--- src/rtl/jregbank_pkg.sv ---
// Shared definitions for the general-purpose register bank: default
// geometry, read-mode encoding and small helpers used by the top level.
package jregbank_pkg;

    localparam int DEF_W    = 8;
    localparam int DEF_NREG = 4;
    localparam int DEF_A    = 2;

    // Source selected onto the output bus
    typedef enum logic [1:0] {
        RD_IDLE = 2'd0,   // bus driven to zero
        RD_REG  = 2'd1,   // addressed register
        RD_BUS1 = 2'd2    // constant one (bus1 mode)
    } rdmode_t;

    // Smallest address width able to index n registers
    function automatic int clog2(input int n);
        int r;
        r = 0;
        while ((1 << r) < n) r++;
        return r;
    endfunction

    // bus1 mode has priority over the read enable
    function automatic rdmode_t rd_mode(input logic bit1, input logic ena);
        if (bit1)
            return RD_BUS1;
        else if (ena)
            return RD_REG;
        else
            return RD_IDLE;
    endfunction

endpackage

--- src/rtl/jregbank_jregw.sv ---
// W-bit storage register with write enable and asynchronous clear.
// One instance per entry of the register bank.
module jregw #(
    parameter int W = 8
) (
    input  logic         clk,
    input  logic         rst_n,
    input  logic         en,
    input  logic [W-1:0] d,
    output logic [W-1:0] q
);

    // Capture d on enabled rising edges; clear immediately on reset
    always_ff @(posedge clk or negedge rst_n) begin
        if (!rst_n)
            q <= '0;
        else if (en)
            q <= d;
    end

endmodule

--- src/rtl/jregbank.sv ---
// General-purpose register bank: NREG registers of W bits sharing one
// input bus and one output bus, with independent write and read addresses
// and a bus1 mode that forces the constant 1 onto the output.
module jregbank
    import jregbank_pkg::*;
#(
    parameter int W    = DEF_W,
    parameter int NREG = DEF_NREG,
    parameter int A    = DEF_A
) (
    input  logic         wclk,
    input  logic         wrst_n,
    input  logic [W-1:0] bis,
    input  logic         wset,
    input  logic [A-1:0] bsa,
    input  logic         wena,
    input  logic [A-1:0] bea,
    input  logic         wbit1,
    output logic [W-1:0] bos
);

    // Reject geometries the address decoders cannot cover
    if (((1 << A) < NREG) || (W < 2) || (NREG < 2)) begin : g_param_check
        $fatal(1, "jregbank: need W>=2, NREG>=2 and 2**A >= NREG");
    end

    logic [W-1:0]    q [NREG];
    logic [NREG-1:0] wsel;
    logic [NREG-1:0] rsel;
    logic [W-1:0]    ored;

    // Decoded write/read selects; addresses >= NREG match no entry, so
    // out-of-range writes are dropped and out-of-range reads give zero
    for (genvar i = 0; i < NREG; i++) begin : g_reg
        assign wsel[i] = wset & (bsa == A'(i));
        assign rsel[i] = wena & (bea == A'(i));

        jregw #(.W(W)) u_reg (
            .clk   (wclk),
            .rst_n (wrst_n),
            .en    (wsel[i]),
            .d     (bis),
            .q     (q[i])
        );
    end

    // OR-combine the gated register outputs (at most one is selected)
    always_comb begin
        ored = '0;
        for (int i = 0; i < NREG; i++) begin
            if (rsel[i])
                ored = ored | q[i];
        end
    end

    // Final output stage: bus1 constant overrides the register path
    always_comb begin
        bos = '0;
        unique case (rd_mode(wbit1, wena))
            RD_BUS1: bos = W'(1);
            RD_REG:  bos = ored;
            default: bos = '0;
        endcase
    end

endmodule

--- config.mk ---
export PLATFORM = sky130hd
export DESIGN_NAME = jregbank
export DESIGN_NICKNAME = d
export VERILOG_FILES = /design/src/rtl/jregbank_pkg.sv /design/src/rtl/jregbank_jregw.sv /design/src/rtl/jregbank.sv
export SDC_FILE = /design/constraint.sdc
export NUM_CORES = 1
export LEC_CHECK = 0
export BUFFER_PORTS_ARGS = -buffer_cell sky130_fd_sc_hd__buf_2
export CORE_MARGIN = 2
export CORE_UTILIZATION = 48
export DETAILED_ROUTE_END_ITERATION = 16
export GPL_ROUTABILITY_DRIVEN = 0
export PLACE_DENSITY = 0.7
export REMOVE_ABC_BUFFERS = 1
export SKIP_LAST_GASP = 1
export SYNTH_ARGS = -nofsm -noshare
export SYNTH_HDL_FRONTEND = slang
export SYNTH_SLANG_ARGS = --single-unit
export TNS_END_PERCENT = 20
--- constraint.sdc ---
create_clock -name wclk -period 1.1 [get_ports wclk]
set_input_delay 0 -clock wclk [delete_from_list [all_inputs] [get_ports wclk]]
set_output_delay 0 -clock wclk [all_outputs]
set_load 0.01 [all_outputs]
# After elaboration in Yosys (flattened, before gate mapping)
# Cells that the tools add are included.
# word_totals
ff_bits,32
output_inout_bits,8
word_cells,32
# classes
eq_ne,8
muxes,7
bitwise,11
reduce_logical,2
# ops
cell,n
8-bit two-way mux,4
8-bit OR,3
8-bit case mux with 2 select lines,1
"2-bit == test, second input constant",5
1-bit AND,8
"2-bit by 1-bit == test with 1-bit output, second input constant",3
2-bit zero test,2
2-bit two-way mux,1
1-bit two-way mux,1

# Longest topological paths before layout
# logic_depth
ltp_word,10
mapped_depth,5
depth_no_buf,3

# Hierarchy
# Synthesis repeated with hierarchy kept, for this count alone.
# hier_totals
hier_cells,108
area_unflattened_um2,1651.6
# by_module_without_submodules
module,n_inst,cells_each,area_each_um2
jregw,4,17,331.6
jregbank,1,40,325.3

# Worst setup path after synthesis
# OpenSTA, ideal clock, no wires.
# synth_timing
path_kind,register to output
from,register g_reg[3].u_reg.q[5]
to,output port bos[5]
t_arrival_ns,0.979
required_ns,1.100
slack_ns,0.121
path_stages_with_launch,3
n_path_buf,0
cell_sequence,dfrtp_1 -> mux4_2 -> and2_1
# synth_between
elab_chain_len,3
# synth_lines
element,line,rtl
start: declaration,jregbank_jregw.sv:10,output logic [W-1:0] q
start signal: assignment,jregbank_jregw.sv:16,q <= '0;
start signal: assignment,jregbank_jregw.sv:18,q <= d;
8-bit OR,jregbank.sv:52,ored = ored | q[i];
8-bit two-way mux,jregbank.sv:51,if (rsel[i])
8-bit case mux with 2 select lines,jregbank.sv:59,"unique case (rd_mode(wbit1, wena))"
end: declaration,jregbank.sv:19,output logic [W-1:0] bos
# No other way between the ends.

# Final worst setup path
# Ends and elaborated chain as after synthesis.

==> results.yml <==
logic_synthesis:
  ys_warn_count: 0
  synth_cells: 103
  synth_cell_types: 16
  synth_ff_type: "dfrtp_1"
  yosysTopAreaCell: "dfrtp_1"
  ys_seq_elements: 32
  synth_edf_count: 0
  yosysSeqAreaShare_pct: 53.24
  avgSynthCellArea_um2: 14.60
  ys_async_sr_fraction_pct: 100.0
  synth_commonest_cells: "mux2_2 (33), dfrtp_1 (32), mux2i_1 (13), and2_1 (7), o22ai_1 (6)"
  syn_area_mm2: 0.001504
  yosysMostFrequentCell: "mux2_2"
  netlist.area_leader.share_pct: 53.24
  synthTopCellsByArea: "dfrtp_1 (53%), mux2_2 (25%), mux2i_1 (8.7%)"
worst_setup_path:
  crit_path_start_kind: "register"
  crit_required_ns: 1.10
  cp.arrival_ns: 1.44
  path_max_fanout: 2
  crit_type: "reg2out"
  end_kind: "primary output"
cells_and_area:
  final_area_mm2: 0.001866
  top_register: "g.u_reg.q"
  multi_input_area_um2: 690.7
  largest_register_ffs: 32
  final_layout_size_suffix_gt1_share_pct: 50.00
  ff_latch_area_um2: 800.8
  nNetsFinal: 163
  area_growth_pct: 24.04
  fillCellCount: 247
  diodes: 0
  reg_top3: "g.u_reg.q (32)"
outcome:
  violations: "negative setup slack"
  outcome: "finished, violations left"
routing:
  wirelength_um: 2847
  route.vias.total: 999
  drc: 0
  drt_iter0_drc: 16
  antenna_left: 0
  wl_per_cell_um: 14.98
  first_pass_iters: 4
  viasPerCell: 5.258
sta:
  max_slew_margin_pct: 74.06
  tns_ns: -1.512
  worst_slew_pin_slew_ns: 0.3891
  hold_viol_final: 0
  worst_slack_ns: -0.3376
  fin_crit_sh_pct: 130.7
  finalClockSkew_ns: 0
  fin_crit_ns: 1.438
  final-setup-viol-count: 8
  finalMaxSlewViolations: 0
  rsz0062_at_grt: "yes"
  max_freq_mhz: 695.6
placed_design:
  port_buffers: 24
  place_area_mm2: 0.001722
  dp_hpwl_um: 1967
die:
  core-area_mm2: 0.003028
  io_pins: 25
  start_util_pct: 49.67
  die_w_um: 59.98
  die-area_mm2: 0.003597
  die_y_um: 59.98
  rows: 20
clocking:
  post_cts_resized: 0
  clockBufferDepth: 2
  cts_buffers: 5
  cts.sinks: 32
  cts_root_buf: "clkbuf_4"
  h-tree-depth: 2
  cts.clk_slew.worst_paths_ns: 0.09
  cts_tree: "yes"
  clk_latency_ns: 0.33
global_route:
  grt_max_degree: 33
  grt_use_total_pct: 18.55
  first_global_vias: 923
  grt_pass1_wl_um: 4609
  antenna_found_initial: 0
  grt-ovfl-total: 0
hold_path:
  worst_hold_path_type: "in2async"
run:
  drv_cap: 0
power_and_ir_drop:
  power_mw: 2.669
  power_leakage_nw: 0.8602
  power_density_mw_per_mm2: 1431
  max-vdd-ir-drop_mv: 0.7959
## routing by layer
layer  global-route usage, %  up-vias  part of all wire [%]
li1                        -      468                     -
met1                   24.62      506                    46
met2                   27.95       19                    49
met3                   6.061        6                   3.6
met4                   7.619        0                   1.7
met5                       0        -                     0
## kinds of logic (layout without fill, tap and decap cells)
logic type / count (synthesis) / count (layout) / synth area share [%]
muxes: 47 / 47 / 34.86
DFF: 32 / 32 / 53.24
and+or+nand+nor: 15 / 15 / 7.904
AOI/OAI and AO/OA: 7 / 7 / 3.162
buffers and inverters: 2 / 45 / 0.8318
## power breakdown
group	switching, mW	total, mW	leakage (nW)	internal, mW
logic	0.217	0.566	0.453	0.349
registers	0.102	1.50	0.379	1.40
clock network	0.369	0.603	0.0281	0.235
total	0.687	2.67	0.860	1.98
## metrics by stage
step           hold slack, ns  cells  setup WS, ns  util (%)
2_1_floorplan         -0.2956    101        0.1211         -
3_3_place_gp          0.03036    173       0.02437     56.86
3_5_place_dp          0.04286    173     -0.008937     56.86
4_1_cts                0.1988    190       -0.3638     61.61
5_1_grt                0.2400    190       -0.3880     61.61
6_report               0.1985    190       -0.3376     61.61
## timing repair
action                                  4_1_cts  5_1_grt
pin swaps                                     2        0
endpoints found under the setup margin        8        8
hold buffers                                  9        0
hold endpoints to repair                     64        0
buffers inserted                              1        0
## cell usage in the layout, fill, tap and decap left out
master,n
clkbuf_4,5
nand2b_1,1
dlygate4sd3_1,9
nand3_2,1
clkinv_2,1
mux2_2,33
nor2b_1,1
mux2i_1,13
buf_2,24
nand2_1,1
nand3b_2,2
nor3b_4,1
buf_4,3
o22ai_1,6
nor3b_1,1
clkbuf_1,1
buf_12,2
mux4_2,1
dfrtp_1,32
and2_1,7
a311o_1,1
## cell type report
class | instances | share of cell area (%)
clock buffers | 6 | 2.213
clock inverters | 1 | 0.2683
multi-input cells | 69 | 37.02
flip-flops and latches | 32 | 42.92
well taps | 44 | 2.951
repair buffers | 38 | 14.62
## worst max-delay path, stage by stage, from the launching register on
cell     delay, ns
dfrtp_1       0.38
mux4_2        0.45
and2_1        0.14
buf_2         0.13
## final timing paths
kind                                                 start                               to  slack, ns  cells past startpoint
max reg2reg                g_reg[3].u_reg.q[0]$_DFFE_PN0P_  g_reg[3].u_reg.q[0]$_DFFE_PN0P_       0.23                      2
max in group asynchronous                           wrst_n  g_reg[3].u_reg.q[2]$_DFFE_PN0P_       0.61                      3
max                        g_reg[3].u_reg.q[5]$_DFFE_PN0P_                           bos[5]      -0.34                      3
min reg2reg                g_reg[1].u_reg.q[7]$_DFFE_PN0P_  g_reg[1].u_reg.q[7]$_DFFE_PN0P_       0.51                      1
min in group wclk                                     wset  g_reg[3].u_reg.q[5]$_DFFE_PN0P_       0.23                      3
min                                                 wrst_n  g_reg[1].u_reg.q[3]$_DFFE_PN0P_       0.20                      3
No activity file was read; power rests on OpenSTA's default activity.
